--- config.mk ---
export PLATFORM = sky130hd
export DESIGN_NAME = snake_frame_scanner
export DESIGN_NICKNAME = d
export VERILOG_FILES = /design/src/rtl/snake_frame_scanner.sv
export SDC_FILE = /design/constraint.sdc
export NUM_CORES = 2
export LEC_CHECK = 0
export CORE_MARGIN = 2
export CORE_UTILIZATION = 45
export DETAILED_ROUTE_END_ITERATION = 8
export RECOVER_POWER = 25
export SLEW_MARGIN = 25
export SYNTH_ARGS = -nofsm -noshare
export SYNTH_HDL_FRONTEND = slang
export SYNTH_SLANG_ARGS = --single-unit
--- constraint.sdc ---
create_clock -name clk -period 34.7 [get_ports clk]
set_input_delay 8.675 -clock clk [delete_from_list [all_inputs] [get_ports clk]]
set_output_delay 8.675 -clock clk [all_outputs]
set_load 0.05 [all_outputs]
--- src/rtl/snake_frame_scanner.sv ---
// Incremental frame-update controller: raster-scans the cell grid, diffs each cell's
// object code against the last drawn frame and hands changed cells to the display engine.
module snake_frame_scanner #(
   parameter int GRID_W = 16,
   parameter int GRID_H = 12
) (
   input  logic       clk,
   input  logic       nrst,
   input  logic       snakeBody,
   input  logic       snakeHead,
   input  logic       apple,
   input  logic       border,
   input  logic       mode_pb,
   input  logic       GameOver,
   input  logic       cmd_done,
   output logic       enable_loop,
   output logic       diff,
   output logic       init_cycle,
   output logic       en_update,
   output logic       sync_reset,
   output logic [3:0] x,
   output logic [3:0] y,
   output logic [2:0] obj_code
);

   localparam int CELLS = GRID_W * GRID_H;
   localparam int IW    = $clog2(CELLS);

   typedef enum logic [1:0] {INIT, SCAN, DRAW} state_t;

   state_t                  state, state_nxt;
   logic [3:0]              x_nxt, y_nxt, x_adv, y_adv;
   logic [2:0]              obj_nxt, cur_code, map_rd;
   logic [CELLS-1:0][2:0]   map_mem;
   logic [IW-1:0]           idx;
   logic                    mode_prev, go_prev, mode_rise, go_rise;
   logic                    advance, map_we, last_col, last_row;

   assign mode_rise = mode_pb & ~mode_prev;
   assign go_rise   = GameOver & ~go_prev;

   // Priority head > body > apple > border.
   always_comb begin
      cur_code = 3'd0;
      if (snakeHead)      cur_code = 3'd2;
      else if (snakeBody) cur_code = 3'd1;
      else if (apple)     cur_code = 3'd3;
      else if (border)    cur_code = 3'd4;
   end

   assign idx    = IW'(y) * IW'(GRID_W) + IW'(x);
   assign map_rd = map_mem[idx];

   assign last_col = (x == 4'(GRID_W - 1));
   assign last_row = (y == 4'(GRID_H - 1));

   always_comb begin
      x_adv = last_col ? 4'd0 : x + 4'd1;
      y_adv = y;
      if (last_col) y_adv = last_row ? 4'd0 : y + 4'd1;
   end

   always_comb begin
      state_nxt = state;
      x_nxt     = x;
      y_nxt     = y;
      obj_nxt   = obj_code;
      advance   = 1'b0;
      map_we    = 1'b0;
      case (state)
         INIT: if (cmd_done) state_nxt = SCAN;
         SCAN: begin
            if (cur_code == map_rd) begin
               advance = 1'b1;
            end else begin
               obj_nxt   = cur_code;
               state_nxt = DRAW;
            end
         end
         DRAW: begin
            if (cmd_done) begin
               map_we    = 1'b1;
               advance   = 1'b1;
               state_nxt = SCAN;
            end
         end
         default: state_nxt = INIT;
      endcase
      if (advance) begin
         x_nxt = x_adv;
         y_nxt = y_adv;
      end
      // Game over restarts the scan from the origin over a blank map, overriding all else.
      if (go_rise) begin
         state_nxt = SCAN;
         x_nxt     = 4'd0;
         y_nxt     = 4'd0;
         obj_nxt   = obj_code;
         advance   = 1'b0;
         map_we    = 1'b0;
      end
   end

   assign enable_loop = (state != INIT);
   assign diff        = (state == DRAW);
   assign init_cycle  = (state == INIT);
   assign en_update   = advance & last_col & last_row;

   always_ff @(posedge clk or posedge nrst) begin
      if (nrst) begin
         state      <= INIT;
         x          <= 4'd0;
         y          <= 4'd0;
         obj_code   <= 3'd0;
         mode_prev  <= 1'b0;
         go_prev    <= 1'b0;
         sync_reset <= 1'b0;
         map_mem    <= '0;
      end else begin
         state      <= state_nxt;
         x          <= x_nxt;
         y          <= y_nxt;
         obj_code   <= obj_nxt;
         mode_prev  <= mode_pb;
         go_prev    <= GameOver;
         sync_reset <= go_rise;
         if (go_rise) begin
            map_mem <= '0;
         end else begin
            // A draw completing alongside invalidation must survive it, so it is written last.
            if (mode_rise) map_mem <= '1;
            if (map_we)    map_mem[idx] <= obj_code;
         end
      end
   end

endmodule

### Word level (Yosys, flattened, before mapping)

Cells that the tools add are included.
Widths: inputs -> output; s select.

* bits of input ports: 9
* RAM bits: 0
* latch bits: 0
* memories: 0
* flip-flop bits (word level): 592
* output and inout bits: 16
* memory bits (read-only): 0

* equality and inequality tests: 7
* multipliers: 0
* div/mod/pow operators: 0
* bitwise logic cells: 8
* add/subtract/negate cells: 3
* magnitude comparators: 2
* reduce and logical (&&, ||, !) cells: 9
* shifts and indexed selects: 0
* multiplexer cells: 30

Operator list (number)
* $mux 576: 4
* $bwmux 576: 1
* $mux 4: 7
* $bmux 3 s8: 1
* $demux 3 s8: 1
* $mux 3: 6
* $lt 8x9->1 const B: 1
* $add 4x1->4 const B: 2
* $add 8x4->8: 1
* $eq 4x4->1 const B: 2
* $ge 8x1->1 const B: 1
* $mux 2: 3
* $reduce_bool 2->1: 3
* $mux 1: 5
* $and 1x1->1: 4
* $not 1->1: 4
* $pmux 2 s2: 1
* $reduce_and 2->1: 2
* $eq 3x3->1: 1
* $ne 3x1->1 const B: 1
* $ne 3x3->1 const B: 1
* $reduce_and 3->1: 1
* $eq 2x1->1 const B: 1
* $eq 2x2->1 const B: 1
* 4 further kinds: 4

### Longest topological paths before layout

* depth in word-level cells: 10
* mapped depth: 15

### Least setup slack after synthesis

OpenSTA, ideal clock, no wires.

* kind: input-to-output
* start: input port apple
* end: output port en_update
* slack: 14.765 ns
* data arrival time: 11.260 ns
* stages on the path: 5
* cells stage by stage: or3_1 nor4_2 o41a_1 nor2_1 nor4_1

* cells in the longest elaborated chain, start to end: 9

RTL lines
* start: declaration: line 11 `input logic apple,`
* $mux 3: line 47 `else if (apple) cur_code = 3'd3;`
* $mux 3: line 46 `else if (snakeBody) cur_code = 3'd1;`
* $mux 3: line 45 `if (snakeHead) cur_code = 3'd2;`
* $eq 3x3->1: line 73 `if (cur_code == map_rd) begin`
* $mux 1: line 73
* $pmux 1 s2: line 70 `case (state)`
* $mux 1: line 94 `if (go_rise) begin`
* $and 1x1->1 (2 in a row): line 107 `assign en_update = advance & last_col & last_row;`
* end: declaration: line 19 `output logic en_update,`

No other way between the ends.

==> flow_summary.json <==
{
  "status": "finished with violations",
  "violations": "capacitance limit, slew limit",
  "cp_max_fo": 167,
  "setup_tns_ps": 0,
  "dieArea_um2": 72430,
  "critPathLaunch": "nrst",
  "max-vdd-ir-drop_uv": 77.01,
  "setup_viol": 0,
  "drt_first_pass_iters": 6,
  "worst-setup-path-type": "in2async",
  "hold_path_class": "reg2reg",
  "grt_pass1_wl_um": 163400,
  "crit_slowest_cell": "clkbuf_1",
  "ios": 25,
  "hold_violations": 0,
  "critPathCaptureType": "async pin",
  "instances_no_fill": 4206,
  "period_needed_ps": 22690,
  "postRouteWirelength_um": 104500,
  "hold_start": "map_mem[451]",
  "maxCapViolations": 4,
  "ys.flop_type": "dfrtp_1",
  "io_buffers": 24,
  "fmax_mhz": 44.07,
  "slew_headroom_pct": -506.7,
  "synth_cell_types": 82,
  "clockBufferDepth": 3,
  "grt_max_degree": 314,
  "antenna_found_initial": 1,
  "rsz0062_at_grt": "no",
  "drive_gt1_share_pct": 10.41,
  "synth_seq_cells": 592,
  "cp_slowest_stage_delay_ps": 6700,
  "ant_nets": 0,
  "yosysMostFrequentCell": "nand3_1",
  "p_leak_nw": 12.24,
  "h-tree-depth": 3,
  "nNetsFinal": 3233,
  "critical_path_arrival_ps": 19780,
  "grt_pass1_vias": 27040,
  "period_share_pct": 65.39,
  "syn2layout_area_growth_pct": 7.733,
  "ys_async_sr_fraction_pct": 100.0,
  "syn-mean-instance-area_um2": 9.105,
  "start_util_pct": 45.32,
  "finClkSkew_ps": 29.62,
  "die_w_um": 269.1,
  "synth_top_cell_area_share_pct": 46.84,
  "r2r-start": "x[0]",
  "synthesis.nets": 3494,
  "cts.hold.buffers_added": 0,
  "cts_tree": "done",
  "synthTopCellsByCount": "nand3_1, dfrtp_1, a21oi_1",
  "worstPathRequired_ps": 31790,
  "num_rows": 97,
  "vias_per_cell": 6.648,
  "gp_congestion": 0.8814,
  "post_cts_buffers": 0,
  "ys_seq_area_share_pct": 46.84,
  "die_h_um": 269.1,
  "clock-sinks": 592,
  "place_inst": 4081,
  "power_density_nw_per_um2": 59.85,
  "power_mw": 2.040,
  "grt_use_total_pct": 28.40,
  "cp-start-kind": "input port",
  "clk_pin_slew_ps": 60,
  "synth_top_cell_by_area": "dfrtp_1",
  "worst_slew_pin_slew_ps": 9101,
  "yosys_warnings": 0,
  "global_route.overflow_total": 0,
  "insertion_delay_ps": 630,
  "synth_edf_count": 0,
  "num_vias": 27960,
  "synthCells": 3474,
  "postLayoutSetupSlackWorst_ps": 12010,
  "diodes": 0,
  "synth_area_um2": 31630,
  "synth_area_leaders": "dfrtp_1, nand3_1, a21oi_1",
  "wl_per_cell_um": 24.84,
  "post_cts_resized": 0,
  "cts_made_buffers": 68,
  "first_iter_violations": 3939,
  "crit_chain": "dlygate4sd3_1 -> clkinvlp_2 -> clkbuf_1",
  "clockRootBuffer": "clkbuf_16",
  "slew_viol_final": 443,
  "post-place-ws_ps": 14370,
  "drc": 0,
  "dpl.hpwl_um": 58500,
  "core_um2": 69790
}
-- stage by stage --
step | area, um2 | hold WS, ps | utilization [%]
4_1_cts | 34040 | 592.2 | 48.78
3_5_place_dp | 31840 | 575.3 | 45.63
2_1_floorplan | 31630 | 539.9 | -
6_report | 34080 | 591.0 | 48.83
3_3_place_gp | 31840 | 569.3 | 45.63
5_1_grt | 34080 | 611.7 | 48.83
-- report_power, final --
part	internal [mW]	switching (mW)	total (mW)
sequential	0.773	0.0812	0.854
clock	0.418	0.302	0.719
combinational	0.167	0.299	0.466
total	1.36	0.682	2.04
-- critical path: cells and delay by family --
| kind | cells | cell delay, ps |
|---|---|---|
| buffers and inverters | 3 | 10850 |
-- logic make-up after synthesis --
group | count (synthesis) | synth area share [%]
AOI/OAI and AO/OA | 1288 | 21.78
adders and majority gates | 11 | 0.4351
buffers and inverters | 435 | 5.902
DFF | 592 | 46.84
muxes | 205 | 10.64
and+or+nand+nor | 943 | 14.41
-- routing by layer --
| layer | vias to the layer above | track usage (%) | part of all wire (%) | routed length (um) |
|---|---|---|---|---|
| met5 | - | 0 | 0.012 | 13 |
| met4 | 2 | 11.69 | 3.7 | 3852 |
| met3 | 213 | 5.361 | 9.1 | 9527 |
| met2 | 1393 | 43.82 | 46 | 48490 |
| met1 | 14170 | 39.47 | 41 | 42590 |
| li1 | 12190 | - | - | - |
-- area by class of cell --
class | instances | area, um2
fillers | 6486 | 35710
multi-input cells | 2447 | 14980
flip-flops and latches | 592 | 14830
clock buffers | 104 | 2019
well taps | 940 | 1176
repair buffers | 89 | 813.3
clock inverters | 19 | 178.9
inverters | 15 | 70.07
-- cells in the final DEF (no fill, tap or decap), types with 9 or more instances in the layout --
cell,instances
and3_2,16
clkbuf_16,70
clkdlybuf4s50_1,20
and2_2,12
mux4_2,103
nor2_1,19
buf_4,52
mux2i_1,83
nand2_1,238
a21oi_1,591
clkbuf_1,23
a22oi_1,34
clkinv_2,9
ha_1,11
inv_1,10
mux2_2,11
nor3_1,10
dfrtp_1,586
clkbuf_8,14
nand3_1,595
o21ai_0,579
-- state kept, by name, summed over array words and instances, names as in the netlist --
| name | flops |
|---|---|
| map_mem | 576 |
| x | 4 |
| y | 4 |
| obj_code | 3 |
| state | 2 |
| go_prev | 1 |
| mode_prev | 1 |
| sync_reset | 1 |
-- final timing paths --
| path | endpoint | slack, ps | cells past startpoint |
|---|---|---|---|
| worst max register to register | obj_code[0] | 29070 | 11 |
| worst min register to register | map_mem[451] | 590 | 2 |
| min in group asynchronous | map_mem[140] | 10560 | 2 |
| worst min-delay path | map_mem[451] | 590 | 2 |
| worst max-delay path | x[1] | 12010 | 3 |
| max in group clk | en_update | 13960 | 5 |
(Power assumes the default switching activity.)
